--- src/rtl/ps2_kbd_sequencer.sv ---
// ps2_kbd_sequencer: shares the PS2Controller register port between the CPU
// and an autonomous keyboard command sequencer (reset handshake, LED update).
module ps2_kbd_sequencer #(
   parameter int unsigned ack_timeout = 2500000,
   parameter int unsigned bat_timeout = 50000000,
   parameter int unsigned max_retries = 3
) (
   input  logic        clk,
   input  logic        reset_n,
   input  logic        cs,
   input  logic        data_m_access,
   input  logic        data_m_wr_en,
   input  logic [15:0] data_m_data_in,
   input  logic [1:0]  data_m_bytesel,
   output logic        data_m_ack,
   output logic [15:0] data_m_data_out,
   output logic        intr,
   output logic        ps2_cs,
   output logic        ps2_access,
   output logic        ps2_wr_en,
   output logic [1:0]  ps2_bytesel,
   output logic [15:0] ps2_wdata,
   input  logic [15:0] ps2_rdata,
   input  logic        ps2_ack,
   input  logic        ps2_intr,
   input  logic        kbd_reset_req,
   input  logic        led_req,
   input  logic [2:0]  led_mask,
   output logic        seq_busy,
   output logic        seq_done,
   output logic [1:0]  seq_err
);

   localparam int unsigned TW = $clog2(bat_timeout + 1);
   localparam int unsigned RW = (max_retries < 1) ? 1 : $clog2(max_retries + 1);
   localparam logic [TW-1:0] ACK_LIM = TW'(ack_timeout);
   localparam logic [TW-1:0] BAT_LIM = TW'(bat_timeout);
   localparam logic [1:0] BSEL_STAT = 2'b10;
   localparam logic [1:0] BSEL_DATA = 2'b01;
   localparam logic [7:0] KBD_ACK    = 8'hFA;
   localparam logic [7:0] KBD_RESEND = 8'hFE;
   localparam logic [7:0] KBD_BAT_OK = 8'hAA;
   localparam logic [7:0] KBD_BAT_NG = 8'hFC;

   typedef enum logic [2:0] {
      S_IDLE, S_GRANT, S_TXPOLL, S_SEND, S_RXPOLL, S_POP, S_EVAL, S_DONE
   } state_t;

   state_t          r_state, w_state_nxt;
   logic            r_rst_pend, r_led_pend;
   logic [2:0]      r_led_mask, r_cur_mask;
   logic            r_is_rst, r_step;
   logic [RW-1:0]   r_retries;
   logic [TW-1:0]   r_timer;
   logic [7:0]      r_rx_byte;
   logic            r_busy, r_cpu_inflight, r_cpu_held;
   logic            r_ps2_cs, r_ps2_wr;
   logic [1:0]      r_ps2_bsel;
   logic [15:0]     r_ps2_wdata;
   logic            r_seq_done;
   logic [1:0]      r_seq_err;

   logic            w_cpu_req, w_cpu_new, w_cpu_fwd;
   logic            w_launch, w_l_wr;
   logic [1:0]      w_l_bsel;
   logic [15:0]     w_l_wdata;
   logic            w_grant, w_release, w_done, w_step_adv;
   logic            w_timer_clr, w_retry_inc, w_retry_clr;
   logic [1:0]      w_err;
   logic [7:0]      w_cur_byte;
   logic [TW-1:0]   w_limit, w_timer_inc;
   logic            w_rx_valid, w_tx_busy;

   assign w_cpu_req  = cs & data_m_access;
   assign w_cpu_new  = w_cpu_req & ~r_cpu_held & ~r_cpu_inflight;
   // CPU owns the port in IDLE, and again from the cycle the sequencer releases it
   assign w_cpu_fwd  = w_cpu_new & ((r_state == S_IDLE) | (r_state == S_DONE));
   assign w_rx_valid = ps2_rdata[8];
   assign w_tx_busy  = ps2_rdata[10];
   assign w_cur_byte = r_is_rst ? 8'hFF : (r_step ? {5'b0, r_cur_mask} : 8'hED);
   assign w_limit    = (r_is_rst && r_step) ? BAT_LIM : ACK_LIM;
   // count as it stands at the end of this cycle, i.e. cycles since the send ack
   assign w_timer_inc = (r_timer == '1) ? r_timer : r_timer + TW'(1);

   assign data_m_ack      = ps2_ack & r_cpu_inflight;
   assign data_m_data_out = r_cpu_inflight ? ps2_rdata : 16'h0000;
   assign intr            = ps2_intr & ~r_busy;
   assign ps2_cs          = r_ps2_cs;
   assign ps2_access      = r_ps2_cs;
   assign ps2_wr_en       = r_ps2_wr;
   assign ps2_bytesel     = r_ps2_bsel;
   assign ps2_wdata       = r_ps2_wdata;
   assign seq_busy        = r_busy;
   assign seq_done        = r_seq_done;
   assign seq_err         = r_seq_err;

   // FSM state register
   always_ff @(posedge clk or negedge reset_n) begin
      if (!reset_n) r_state <= S_IDLE;
      else          r_state <= w_state_nxt;
   end

   // Next state; each transaction state is entered with its strobe already launched
   always_comb begin
      w_state_nxt = r_state;
      w_launch    = 1'b0;
      w_l_wr      = 1'b0;
      w_l_bsel    = 2'b00;
      w_l_wdata   = 16'h0000;
      w_grant     = 1'b0;
      w_release   = 1'b0;
      w_done      = 1'b0;
      w_err       = 2'd0;
      w_step_adv  = 1'b0;
      w_timer_clr = 1'b0;
      w_retry_inc = 1'b0;
      w_retry_clr = 1'b0;
      case (r_state)
         S_IDLE: begin
            if ((r_rst_pend || r_led_pend) && !r_cpu_inflight && !w_cpu_new) begin
               w_grant     = 1'b1;
               w_state_nxt = S_GRANT;
            end
         end
         S_GRANT: begin
            w_state_nxt = S_TXPOLL;
            w_launch    = 1'b1;
            w_l_bsel    = BSEL_STAT;
         end
         S_TXPOLL: begin
            if (ps2_ack) begin
               w_launch = 1'b1;
               if (w_tx_busy) begin
                  w_l_bsel = BSEL_STAT;
               end else begin
                  w_state_nxt = S_SEND;
                  w_l_wr      = 1'b1;
                  w_l_bsel    = BSEL_DATA;
                  w_l_wdata   = {8'h00, w_cur_byte};
               end
            end
         end
         S_SEND: begin
            if (ps2_ack) begin
               w_state_nxt = S_RXPOLL;
               w_timer_clr = 1'b1;
               w_launch    = 1'b1;
               w_l_bsel    = BSEL_STAT;
            end
         end
         S_RXPOLL: begin
            if (ps2_ack) begin
               if (w_rx_valid) begin
                  w_state_nxt = S_POP;
                  w_launch    = 1'b1;
                  w_l_bsel    = BSEL_DATA;
               end else if (w_timer_inc >= w_limit) begin
                  w_state_nxt = S_DONE;
                  w_done      = 1'b1;
                  w_err       = 2'd1;
               end else begin
                  w_launch = 1'b1;
                  w_l_bsel = BSEL_STAT;
               end
            end
         end
         S_POP: begin
            if (ps2_ack) w_state_nxt = S_EVAL;
         end
         S_EVAL: begin
            // default: discard the byte and keep polling on the running timer
            w_state_nxt = S_RXPOLL;
            w_launch    = 1'b1;
            w_l_bsel    = BSEL_STAT;
            if (r_is_rst && r_step) begin
               if (r_rx_byte == KBD_BAT_OK) begin
                  w_state_nxt = S_DONE;
                  w_launch    = 1'b0;
                  w_done      = 1'b1;
               end else if (r_rx_byte == KBD_BAT_NG) begin
                  w_state_nxt = S_DONE;
                  w_launch    = 1'b0;
                  w_done      = 1'b1;
                  w_err       = 2'd3;
               end
            end else if (r_rx_byte == KBD_ACK) begin
               if (r_is_rst) begin
                  w_step_adv  = 1'b1;
                  w_timer_clr = 1'b1;
               end else if (!r_step) begin
                  w_step_adv  = 1'b1;
                  w_retry_clr = 1'b1;
                  w_state_nxt = S_TXPOLL;
               end else begin
                  w_state_nxt = S_DONE;
                  w_launch    = 1'b0;
                  w_done      = 1'b1;
               end
            end else if (r_rx_byte == KBD_RESEND) begin
               if (r_retries < RW'(max_retries)) begin
                  w_retry_inc = 1'b1;
                  w_state_nxt = S_TXPOLL;
               end else begin
                  w_state_nxt = S_DONE;
                  w_launch    = 1'b0;
                  w_done      = 1'b1;
                  w_err       = 2'd2;
               end
            end
         end
         S_DONE: begin
            w_state_nxt = S_IDLE;
            w_release   = 1'b1;
         end
         default: w_state_nxt = S_IDLE;
      endcase
   end

   // Pending requests, ownership and CPU transaction tracking
   always_ff @(posedge clk or negedge reset_n) begin
      if (!reset_n) begin
         r_rst_pend     <= 1'b0;
         r_led_pend     <= 1'b0;
         r_led_mask     <= 3'b000;
         r_busy         <= 1'b0;
         r_cpu_inflight <= 1'b0;
         r_cpu_held     <= 1'b0;
      end else begin
         if (kbd_reset_req)             r_rst_pend <= 1'b1;
         else if (w_grant && r_rst_pend) r_rst_pend <= 1'b0;
         if (led_req) begin
            r_led_pend <= 1'b1;
            r_led_mask <= led_mask;
         end else if (w_grant && !r_rst_pend) begin
            r_led_pend <= 1'b0;
         end
         if (w_grant)        r_busy <= 1'b1;
         else if (w_release) r_busy <= 1'b0;
         if (w_cpu_fwd)    r_cpu_inflight <= 1'b1;
         else if (ps2_ack) r_cpu_inflight <= 1'b0;
         if (w_cpu_fwd)       r_cpu_held <= 1'b1;
         else if (!w_cpu_req) r_cpu_held <= 1'b0;
      end
   end

   // Sequence context: which sequence, step, retries, timeout timer, popped byte
   always_ff @(posedge clk or negedge reset_n) begin
      if (!reset_n) begin
         r_is_rst   <= 1'b0;
         r_step     <= 1'b0;
         r_cur_mask <= 3'b000;
         r_retries  <= '0;
         r_timer    <= '0;
         r_rx_byte  <= 8'h00;
      end else begin
         if (w_grant) begin
            r_is_rst   <= r_rst_pend;
            r_step     <= 1'b0;
            r_cur_mask <= r_led_mask;
         end else if (w_step_adv) begin
            r_step <= 1'b1;
         end
         if (w_grant || w_retry_clr) r_retries <= '0;
         else if (w_retry_inc)       r_retries <= r_retries + RW'(1);
         if (w_timer_clr) r_timer <= '0;
         else             r_timer <= w_timer_inc;
         if ((r_state == S_POP) && ps2_ack) r_rx_byte <= ps2_rdata[7:0];
      end
   end

   // Registered controller strobes and sequence result
   always_ff @(posedge clk or negedge reset_n) begin
      if (!reset_n) begin
         r_ps2_cs    <= 1'b0;
         r_ps2_wr    <= 1'b0;
         r_ps2_bsel  <= 2'b00;
         r_ps2_wdata <= 16'h0000;
         r_seq_done  <= 1'b0;
         r_seq_err   <= 2'd0;
      end else begin
         r_ps2_cs    <= w_launch | w_cpu_fwd;
         r_ps2_wr    <= w_cpu_fwd ? data_m_wr_en   : w_l_wr;
         r_ps2_bsel  <= w_cpu_fwd ? data_m_bytesel : w_l_bsel;
         r_ps2_wdata <= w_cpu_fwd ? data_m_data_in : w_l_wdata;
         r_seq_done  <= w_done;
         r_seq_err   <= w_err;
      end
   end

endmodule
--- config.mk ---
export PLATFORM = sky130hd
export DESIGN_NAME = ps2_kbd_sequencer
export DESIGN_NICKNAME = d
export VERILOG_FILES = /design/src/rtl/ps2_kbd_sequencer.sv
export SDC_FILE = /design/constraint.sdc
export NUM_CORES = 1
export LEC_CHECK = 0
export CELL_PAD_IN_SITES_DETAIL_PLACEMENT = 0
export CELL_PAD_IN_SITES_GLOBAL_PLACEMENT = 1
export CORE_ASPECT_RATIO = 1.1
export CORE_MARGIN = 10
export CORE_UTILIZATION = 36
export CTS_CLUSTER_DIAMETER = 30
export DETAILED_ROUTE_END_ITERATION = 8
export GPL_ROUTABILITY_DRIVEN = 1
export GPL_TIMING_DRIVEN = 0
export PLACE_DENSITY_LB_ADDON = 0.1
export SKIP_CTS_REPAIR_TIMING = 1
export SYNTH_ARGS = -nofsm -noshare
export SYNTH_HDL_FRONTEND = slang
export SYNTH_SLANG_ARGS = --single-unit
--- constraint.sdc ---
create_clock -name clk -period 3.1 [get_ports clk]
set_input_delay 0.62 -clock clk [delete_from_list [all_inputs] [get_ports clk]]
set_output_delay 0.62 -clock clk [all_outputs]
set_load 0.05 [all_outputs]
Word level (Yosys, flattened, before mapping). Cells that the tools add are included.

Flip-flop bits (word level): 75.

$add $sub $neg: 2. Bitwise operators: 11. Mux-type cells: 106. Reduce and logical (&&, ||, !) cells: 21. Magnitude comparators: 2. Equality and inequality tests: 20.

Operators by type and width (count): 2-to-1 mux 26 bit (3); 2-to-1 mux 1 bit (59); 2-to-1 mux 3 bit (14); 2-to-1 mux 8 bit (5); 2-to-1 mux 2 bit (17); == test 8 bit, second input constant (4); 2-to-1 mux 16 bit (2); adder 26 x 1 -> 26 bit, second input constant (1); == test 26 bit, second input constant (1); greater-or-equal comparator 26 bit (1); case mux 3 bit (8 select lines) (1); == test 3 bit, second input constant (4); nonzero test 2 bit (6); inequality test 2 bit, second input constant (5); case mux 2 bit (4 select lines) (1); AND reduction 7 bit (1); AND 1 bit (6); == test 3 x 2 -> 1 bit, second input constant (2); logical AND 1 bit (6); inequality test 2 x 1 -> 1 bit, second input constant (2); case mux 1 bit (2 select lines) (2); case mux 1 bit (4 select lines) (1); case mux 2 bit (2 select lines) (1); OR reduction 2 bit (2); other kinds (9) (15).

Logic depth before layout (Yosys ltp). Gate-level depths: netlist of run 1.

Depth after elaboration: 10. Mapped depth: 15. Mapped depth without buffers: 15.

Worst setup path after synthesis of run 1. OpenSTA, ideal clock, no wires.

Path kind: register to register. Start point: register r_timer[0]. End point: register r_seq_done (netlist: seq_done). Arrival time: 3.202 ns. Library setup time: 0.082 ns. Period minus slack after synthesis: 3.284 ns. Path slack: -0.184 ns. Buffers on the path: 0. Stages on the path, launching flop included: 15. Path through: dfrtp_1 -> ha_1 -> nand3_1 -> nor3_4 -> nand3_1 -> nand3_1 -> xor2_1 -> ha_1 -> nand3b_1 -> a2111oi_0 -> a21oi_1 -> o2111ai_1 -> a31oi_1 -> o21a_2 -> o22ai_1.

Word-level cells in the longest chain between the ends: 7.

RTL lines: start: declaration (RTL line 54) `logic [TW-1:0] r_timer;`; start signal: assignment (RTL line 266) `else r_timer <= w_timer_inc;`; adder 26 x 1 -> 26 bit or == test 26 bit (tied branches) (RTL line 83) `assign w_timer_inc = (r_timer == '1) ? r_timer : r_timer + TW'(1);`; 2-to-1 mux 26 bit * (RTL line 83); greater-or-equal comparator 26 bit * (RTL line 157) `end else if (w_timer_inc >= w_limit) begin`; 2-to-1 mux 1 bit * (RTL line 157); 2-to-1 mux 1 bit * (RTL line 153) `if (w_rx_valid) begin`; 2-to-1 mux 1 bit * (RTL line 152) `if (ps2_ack) begin`; case mux 1 bit (2 select lines) * (RTL line 118) `case (r_state)`; via w_done (RTL line 67) `logic w_grant, w_release, w_done, w_step_adv;`; end signal: assignment (RTL line 285) `r_seq_done <= w_done;`; end: declaration (RTL line 60) `logic r_seq_done;`.

The timed path passes the listed nets; every way through them passes the cells marked *. A chain may end at the register's enable or synchronous reset.

Worst setup path after layout of run 1. Same ends and word-level chain as after synthesis.

==> flow_summary_export.csv, run 1 <==
group,metric,value,unit
power,p_clk_share,24.0,%
cells_and_area,finish.utilization,53.7,%
global_routing,antenna_found_initial,0,
synth,synth_top_family_by_area,"simple AND/OR/NAND/NOR gates",
cts,cts.sinks,75,
global_routing,grt_overflow,0,
cts,cts_tree,"built",
global_routing,grt_pass1_wl,19200,um
routing,drc,0,
floorplan,core,11500,sq um
power,seqPwrFrac,32.0,%
cells_and_area,layout-drive-gt1-share,20.9,%
floorplan,rows,41,
synth,synth_compound_area_share,15.4,%
synth,synth_area,4230,sq um
sta,setup_ws,-85.5,ps
floorplan,dieHeight,134,um
outcome,violations,"negative setup slack",
routing,firstDrtPassIters,4,
synth,synth_edf_count,0,
synth,syn_area_per_cell,9.84,sq um
global_routing,use_met2,26.0,%
floorplan,die_area,16500,sq um
hold_path,hold_path.class,"primary input to async pin",
routing,wl,12500,um
power,power_density,779,nW/um^2
cells_and_area,stdcell_count,720,
synth,ys_ff_latch,75,
setup_path,cp.required,3360,ps
routing,vias,3827,
outcome,status,"finished with violations",
power,p_sw_share,40.7,%
synth,synthXorXnorAreaFrac,4.35,%
setup_path,critPathCaptureType,"flip-flop",
cells_and_area,diodes,0,
synth,syn_inst,430,
routing,wl_per_cell,17.3,um
cts,clockRootBuffer,"clkbuf_16",
cells_and_area,num-nets-final,625,
cts,clk_latency,340,ps
sta,worst_pin_slew,906,ps
setup_path,cp.arrival,3450,ps
setup_path,cp_top_family,"compound AO/OA/AOI/OAI gates",
power,vdd_drop_max,0.339,mV
sta,fin_crit,3190,ps
synth,yosysWarnings,0,
setup_path,critPathLaunchType,"flip-flop",
placement,gp_congestion,0.866,
job,drv_cap,0,
cts,cts.clk_slew.worst_paths,60,ps
synth,muxShareOfSynthArea,4.94,%
setup_path,cp_slowest_cell,"a2111oi_1",
global_routing,grt_max_degree,41,
global_routing,grtUsageTotal,14.8,%
sta,final-hold-violation-count,0,
routing,drtIter0Drc,220,
sta,rsz0062_at_grt,"true",
synth,synthSimpleGateAreaFrac,23.6,%
cells_and_area,syn_to_final_growth,45.7,%
placement,io_buffers,88,
floorplan,ios,89,
cts,htree_levels,3,
global_routing,use_met3,3.04,%
synth,syn-num-nets,490,
sta,skew,3.62,ps
power,switchingPower,1.96,mW
sta,relSlewSlack,39.1,%
placement,dp_cells,669,
cells_and_area,num-fill-cells,1066,
placement,dp_hpwl,9040,um
sta,max_freq,314,MHz
setup_path,crit_type,"flip-flop to flip-flop",
synth,async_reset_ff_share,100,%
global_routing,grt_pass1_vias,3720,
routing,postRouteAntennaNets,0,
setup_path,path_cells,"ha_4 -> nand3_4 -> nor3_4 -> buf_6 -> a31oi_4 -> and3_4 -> and3_1 -> xor2_1 -> ha_1 -> a211oi_1 -> a2111oi_1 -> a21oi_2 -> o21a_4 -> o22ai_2",
cts,clk_path_buf_depth,2,
power,combPwrFrac,44.0,%
cts,numCtsBuffers,9,
setup_path,path_buf_inv,1,
sta,setup_viol,6,
global_routing,gr-usage-met1,16.5,%
floorplan,floorplan.initialDensity,36.8,%
floorplan,fp.dieW,123,um
sta,drv_slew,0,
power,p_int,2.85,mW
synth,yosysSeqAreaShare,44.3,%
setup_path,cpPeakStageDelay,520,ps
setup_path,crit_fanout,7,
sta,finalCritPeriodShare,103,%
global_routing,top_usage_layer,"met2",
routing,viasPerCell,5.32,
power,p_leak,2.69,nW
synth,synthAdderAreaFrac,4.14,%
synth,ys.flop_type,"dfrtp_1",
synth,yosysUniqueCellTypes,66,
through the flow:
stage	hold slack [ps]	setup TNS [ps]	power (mW)	instance area (sq um)	setup slack, ps
finish	238	-338	4.80	6170	-85.5
global route	276	-1270	5.08	6170	-225
CTS	253	-3360	4.65	5690	-628
detailed placement	470	-3220	3.48	5360	-605
global placement	466	-108370	3.46	5350	-1690
floorplan	324	0	2.84	4280	26.4
power by group through the flow:
stage          Clock (mW)  Combinational, mW  Sequential [mW]
6_report             1.15               2.11             1.54
3_3_place_gp            0               1.95             1.51
3_5_place_dp            0               1.96             1.52
4_1_cts              1.17               1.97             1.50
2_1_floorplan           0               1.18             1.67
5_1_grt              1.21               2.29             1.58
worst register-to-register path: stages, from the launching register on:
cell and delay (ps):
dfrtp_2 430, ha_4 180, nand3_4 90, nor3_4 230, buf_6 160, a31oi_4 100, and3_4 220, and3_1 190
xor2_1 190, ha_1 240, a211oi_1 90, a2111oi_1 520, a21oi_2 150, o21a_4 160, o22ai_2 140
sequential cells by signal (all words and copies together), names as in the netlist, 2 cells and up:
signal / count
ps2_wdata: 16
ps2_bytesel: 2
r_rx_byte: 8
r_cur_mask: 3
r_state: 3
r_retries: 2
seq_err: 2
r_timer: 26
r_led_mask: 3
synth_stat cells (3+ instances only):
library cell	n	area, sq um
a211oi_1	5	37.5
xor2_1	7	61.3
o22ai_1	5	31.3
clkbuf_1	10	37.5
o21ai_0	12	60.1
mux2_2	15	169
nor3_1	7	35.0
inv_1	12	45.0
a21o_1	8	60.1
a21boi_0	12	90.1
a21oi_1	15	75.1
a31oi_1	8	50.1
a221oi_1	3	26.3
nor2_1	36	135
buf_1	3	11.3
mux2i_1	4	40.0
nand2b_1	4	25.0
buf_4	3	22.5
nor2b_1	3	18.8
nand4_1	7	43.8
and2_1	28	175
nor4_1	7	43.8
ha_1	14	175
dfrtp_1	75	1880
xnor2_1	14	123
and4_1	6	52.6
nand2_1	35	131
nand3_1	17	85.1
nand4b_1	4	35.0
and3_1	6	37.5
worst paths after layout:
check	startpoint	end	slack [ps]	depth (start not counted)
worst max register to register	r_timer[0]	seq_done	-90	14
worst min register to register	r_led_pend	r_led_pend	480	1
worst min-delay path	reset_n	r_timer[11]	240	1
worst max-delay path	r_timer[0]	seq_done	-90	14
min in group clk	r_led_pend	r_led_pend	480	1
max in group asynchronous	reset_n	r_cur_mask[1]	2270	2
layer usage:
| layer | wire, um | share of wire (%) | up-vias |
|---|---|---|---|
| met2 | 6720 | 54 | 78 |
| li1 | - | - | 1833 |
| met1 | 5050 | 40 | 1898 |
| met4 | 249 | 2.0 | 0 |
| met5 | 0 | 0 | - |
| met3 | 459 | 3.7 | 18 |
cell type report:
cell class,instances,area (sq um),area share (%)
Buffer,17,90.1,1.46
Timing Repair Buffer,125,1200,19.4
Clock buffer,10,239,3.88
Tap cell,150,188,3.04
Inverter,13,48.8,0.791
Sequential cell,75,1880,30.6
Clock inverter,6,86.3,1.40
Multi-Input combinational cell,324,2430,39.5
cells by family (layout without fill, tap and decap cells):
| logic type | Yosys count | in the layout |
|---|---|---|
| AO/OA/AOI/OAI | 92 | 92 |
| buffers and inverters | 31 | 171 |
| XOR/XNOR | 21 | 21 |
| multiplexers | 19 | 19 |
| adder cells (fa/ha/maj) | 14 | 14 |
| AND/OR/NAND/NOR | 178 | 178 |
| flip-flops | 75 | 75 |
cells in the final DEF, fill, tap and decap left out, types with 3 or more instances in the layout:
master	Yosys	routed
and3_1	6	5
clkdlybuf4s50_1	0	86
nor4_1	7	6
buf_4	3	33
nand2b_1	4	4
a31oi_1	8	6
xnor2_1	14	13
nand4b_1	4	4
clkbuf_16	0	9
nor3_4	2	3
o22ai_1	5	3
nor3_1	7	7
nor2_1	36	35
and4_1	6	5
o21ai_0	12	12
nand2_1	35	35
a211oi_1	5	5
nand4_1	7	7
xor2_1	7	6
nand3_1	17	13
and2_1	28	28
inv_1	12	12
buf_1	3	3
a21oi_1	15	13
clkbuf_1	10	9
mux2i_1	4	4
dfrtp_1	75	69
a21o_1	8	8
mux2_2	15	15
a31oi_4	0	3
buf_6	1	6
nor2b_1	3	3
a21boi_0	12	12
ha_1	14	13
dfrtp_2	0	6
nand3_4	0	4
a221oi_1	3	3
Note: power is estimated with default switching activity, not from simulation.
==> run 2: changes to the inputs <==
--- a/config.mk
+++ b/config.mk
@@ -15,7 +15,6 @@
 export GPL_ROUTABILITY_DRIVEN = 1
 export GPL_TIMING_DRIVEN = 0
 export PLACE_DENSITY_LB_ADDON = 0.1
-export SKIP_CTS_REPAIR_TIMING = 1
 export SYNTH_ARGS = -nofsm -noshare
 export SYNTH_HDL_FRONTEND = slang
 export SYNTH_SLANG_ARGS = --single-unit
==> constraint.sdc (replaced) <==
create_clock -name clk -period 3.1 [get_ports clk]
set_input_delay 0.62 -clock clk [delete_from_list [all_inputs] [get_ports clk]]
set_output_delay 0.62 -clock clk [all_outputs]
set_load 0.1 [all_outputs]
==> flow_summary_export.csv, run 2 (same netlist as run 1, synthesis figures left out) <==
group,metric,value,unit
outcome,status,"finished with violations",
outcome,violations,"negative setup slack",
setup_path,cp.required,3290,ps
global_routing,grtUsageTotal,15.6,%
cts,clockRootBuffer,"clkbuf_16",
global_routing,grt_max_degree,41,
global_routing,grt_pass1_vias,3900,
floorplan,dieHeight,134,um
sta,drv_slew,0,
floorplan,core,11500,sq um
sta,worst_pin_slew,1010,ps
routing,viasPerCell,5.30,
cells_and_area,final_common_cell,"clkdlybuf4s50_1",
sta,fin_crit,3170,ps
sta,max_freq,316,MHz
floorplan,rows,41,
routing,wl,12600,um
cts,cts.clk_slew.worst_paths,60,ps
setup_path,cp.arrival,3360,ps
power,vdd_drop_max,0.445,mV
sta,setup-tns-final,-153,ps
floorplan,ios,89,
sta,finalCritPeriodShare,102,%
floorplan,fp.dieW,123,um
global_routing,antenna_found_initial,0,
cells_and_area,stdcell_count,721,
placement,dp_cells,669,
cts,clk_path_buf_depth,2,
routing,drtIter0Drc,199,
placement,place_ws,-605,ps
cts,numCtsBuffers,9,
setup_path,critPathLaunchType,"flip-flop",
routing,postRouteAntennaNets,0,
sta,relSlewSlack,32.2,%
routing,drc,0,
setup_path,crit_fanout,6,
routing,wl_per_cell,17.5,um
routing,firstDrtPassIters,6,
floorplan,floorplan.initialDensity,36.8,%
cells_and_area,multi_input_area,2470,sq um
sta,hold-worst-slack,242,ps
cts,cts_tree,"built",
global_routing,grt_pass1_wl,20200,um
power,p_leak,2.81,nW
job,drv_cap,0,
cells_and_area,finish.utilization,53.6,%
hold_path,hold_path.class,"primary input to async pin",
cells_and_area,num-nets-final,626,
global_routing,grt_overflow,0,
cts,clk_latency,340,ps
cells_and_area,diodes,0,
cells_and_area,num-fill-cells,1065,
cells_and_area,regMostFlops,"r_timer",
cells_and_area,syn_to_final_growth,45.5,%
placement,gp_congestion,0.866,
cells_and_area,final_cell_mix,"clkdlybuf4s50_1 (70), dfrtp_1 (68), buf_4 (36)",
placement,dp_hpwl,9040,um
sta,skew,3.24,ps
placement,io_buffers,88,
cts,htree_levels,3,
cells_and_area,largest_reg_flops,26,
cts,cts.sinks,75,
power,power_density,850,nW/um^2
routing,vias,3819,
sta,rsz0062_at_grt,"true",
setup_path,crit_type,"flip-flop to flip-flop",
cells_and_area,ff_latch_area,1890,sq um
sta,final-hold-violation-count,0,
sta,setup_viol,4,
floorplan,die_area,16500,sq um
cells_and_area,layout-drive-gt1-share,23.1,%
setup_path,critPathCaptureType,"flip-flop",
sta,setup_ws,-65.3,ps
## run 2: cell types whose count changed in the layout (fill, tap and decap cells not counted), moves of 2 or more
cell | before | now
a2111oi_4 | 0 | 2
and4_4 | 0 | 2
buf_4 | 33 | 36
buf_6 | 6 | 4
clkbuf_2 | 0 | 10
clkdlybuf4s50_1 | 86 | 70
dlymetal6s2s_1 | 1 | 5
## run 2: path summary, 6_finish.rpt
kind,end,from,slack (ps),cells past startpoint
worst max register to register,seq_done,r_timer[9],-70,15
worst min-delay path,r_timer[11],reset_n,240,1
max in group asynchronous,r_timer[18],reset_n,2270,2
min in group clk,r_led_pend,r_led_pend,480,1
worst min register to register,r_led_pend,r_led_pend,480,1
worst max-delay path,seq_done,r_timer[9],-70,15
## run 2: report_power, final
group	switching, mW	internal (mW)	leakage, nW	total [mW]
logic	1.71	0.857	1.69	2.57
registers	0.253	1.27	0.967	1.52
clock network	0.421	0.726	0.159	1.15
total	2.39	2.85	2.81	5.23
## run 2: what timing repair did
action | CTS | global route
endpoints found under the setup margin | 18 | 21
gates resized for setup | 54 | 30
setup buffers | 26 | 10
pin swaps | 19 | 10
cloned | 0 | 0
hold buffers | 0 | 0
## run 2: cell type report
class                           count  area share (%)
Inverter                           13           0.792
Multi-Input combinational cell    324            40.0
Tap cell                          150            3.05
Clock inverter                      6            1.40
Timing Repair Buffer              125            18.7
Sequential cell                    75            30.6
Clock buffer                       10            3.88
Buffer                             18            1.52
## run 2: critical path, stage by stage (launching register included)
cell and delay (ps):
dfrtp_1 370, buf_6 130, nand4_1 210, nor2_4 90
buf_6 130, a31oi_4 160, buf_6 150, buf_6 100
nand4_1 140, xnor2_2 230, ha_4 250, a2111oi_4 430
a2111oi_4 110, a21oi_2 220, o21a_2 210, o22ai_2 90
## run 2: metrics by stage
stage / total power, mW / instance area [sq um]
finish: 5.23 / 6160
global route: 5.52 / 6160
CTS: 5.18 / 6050
detailed placement: 3.90 / 5360
global placement: 3.87 / 5350
floorplan: 3.25 / 4280
## run 2: layer usage
metal	global-route usage, %	vias to the layer above	wire length (um)	share of wire (%)
met2	27.1	81	6810	54
met1	17.7	1874	5020	40
met5	0	-	0	0
met3	3.17	19	504	4.0
li1	-	1845	-	-
met4	6.99	0	259	2.1
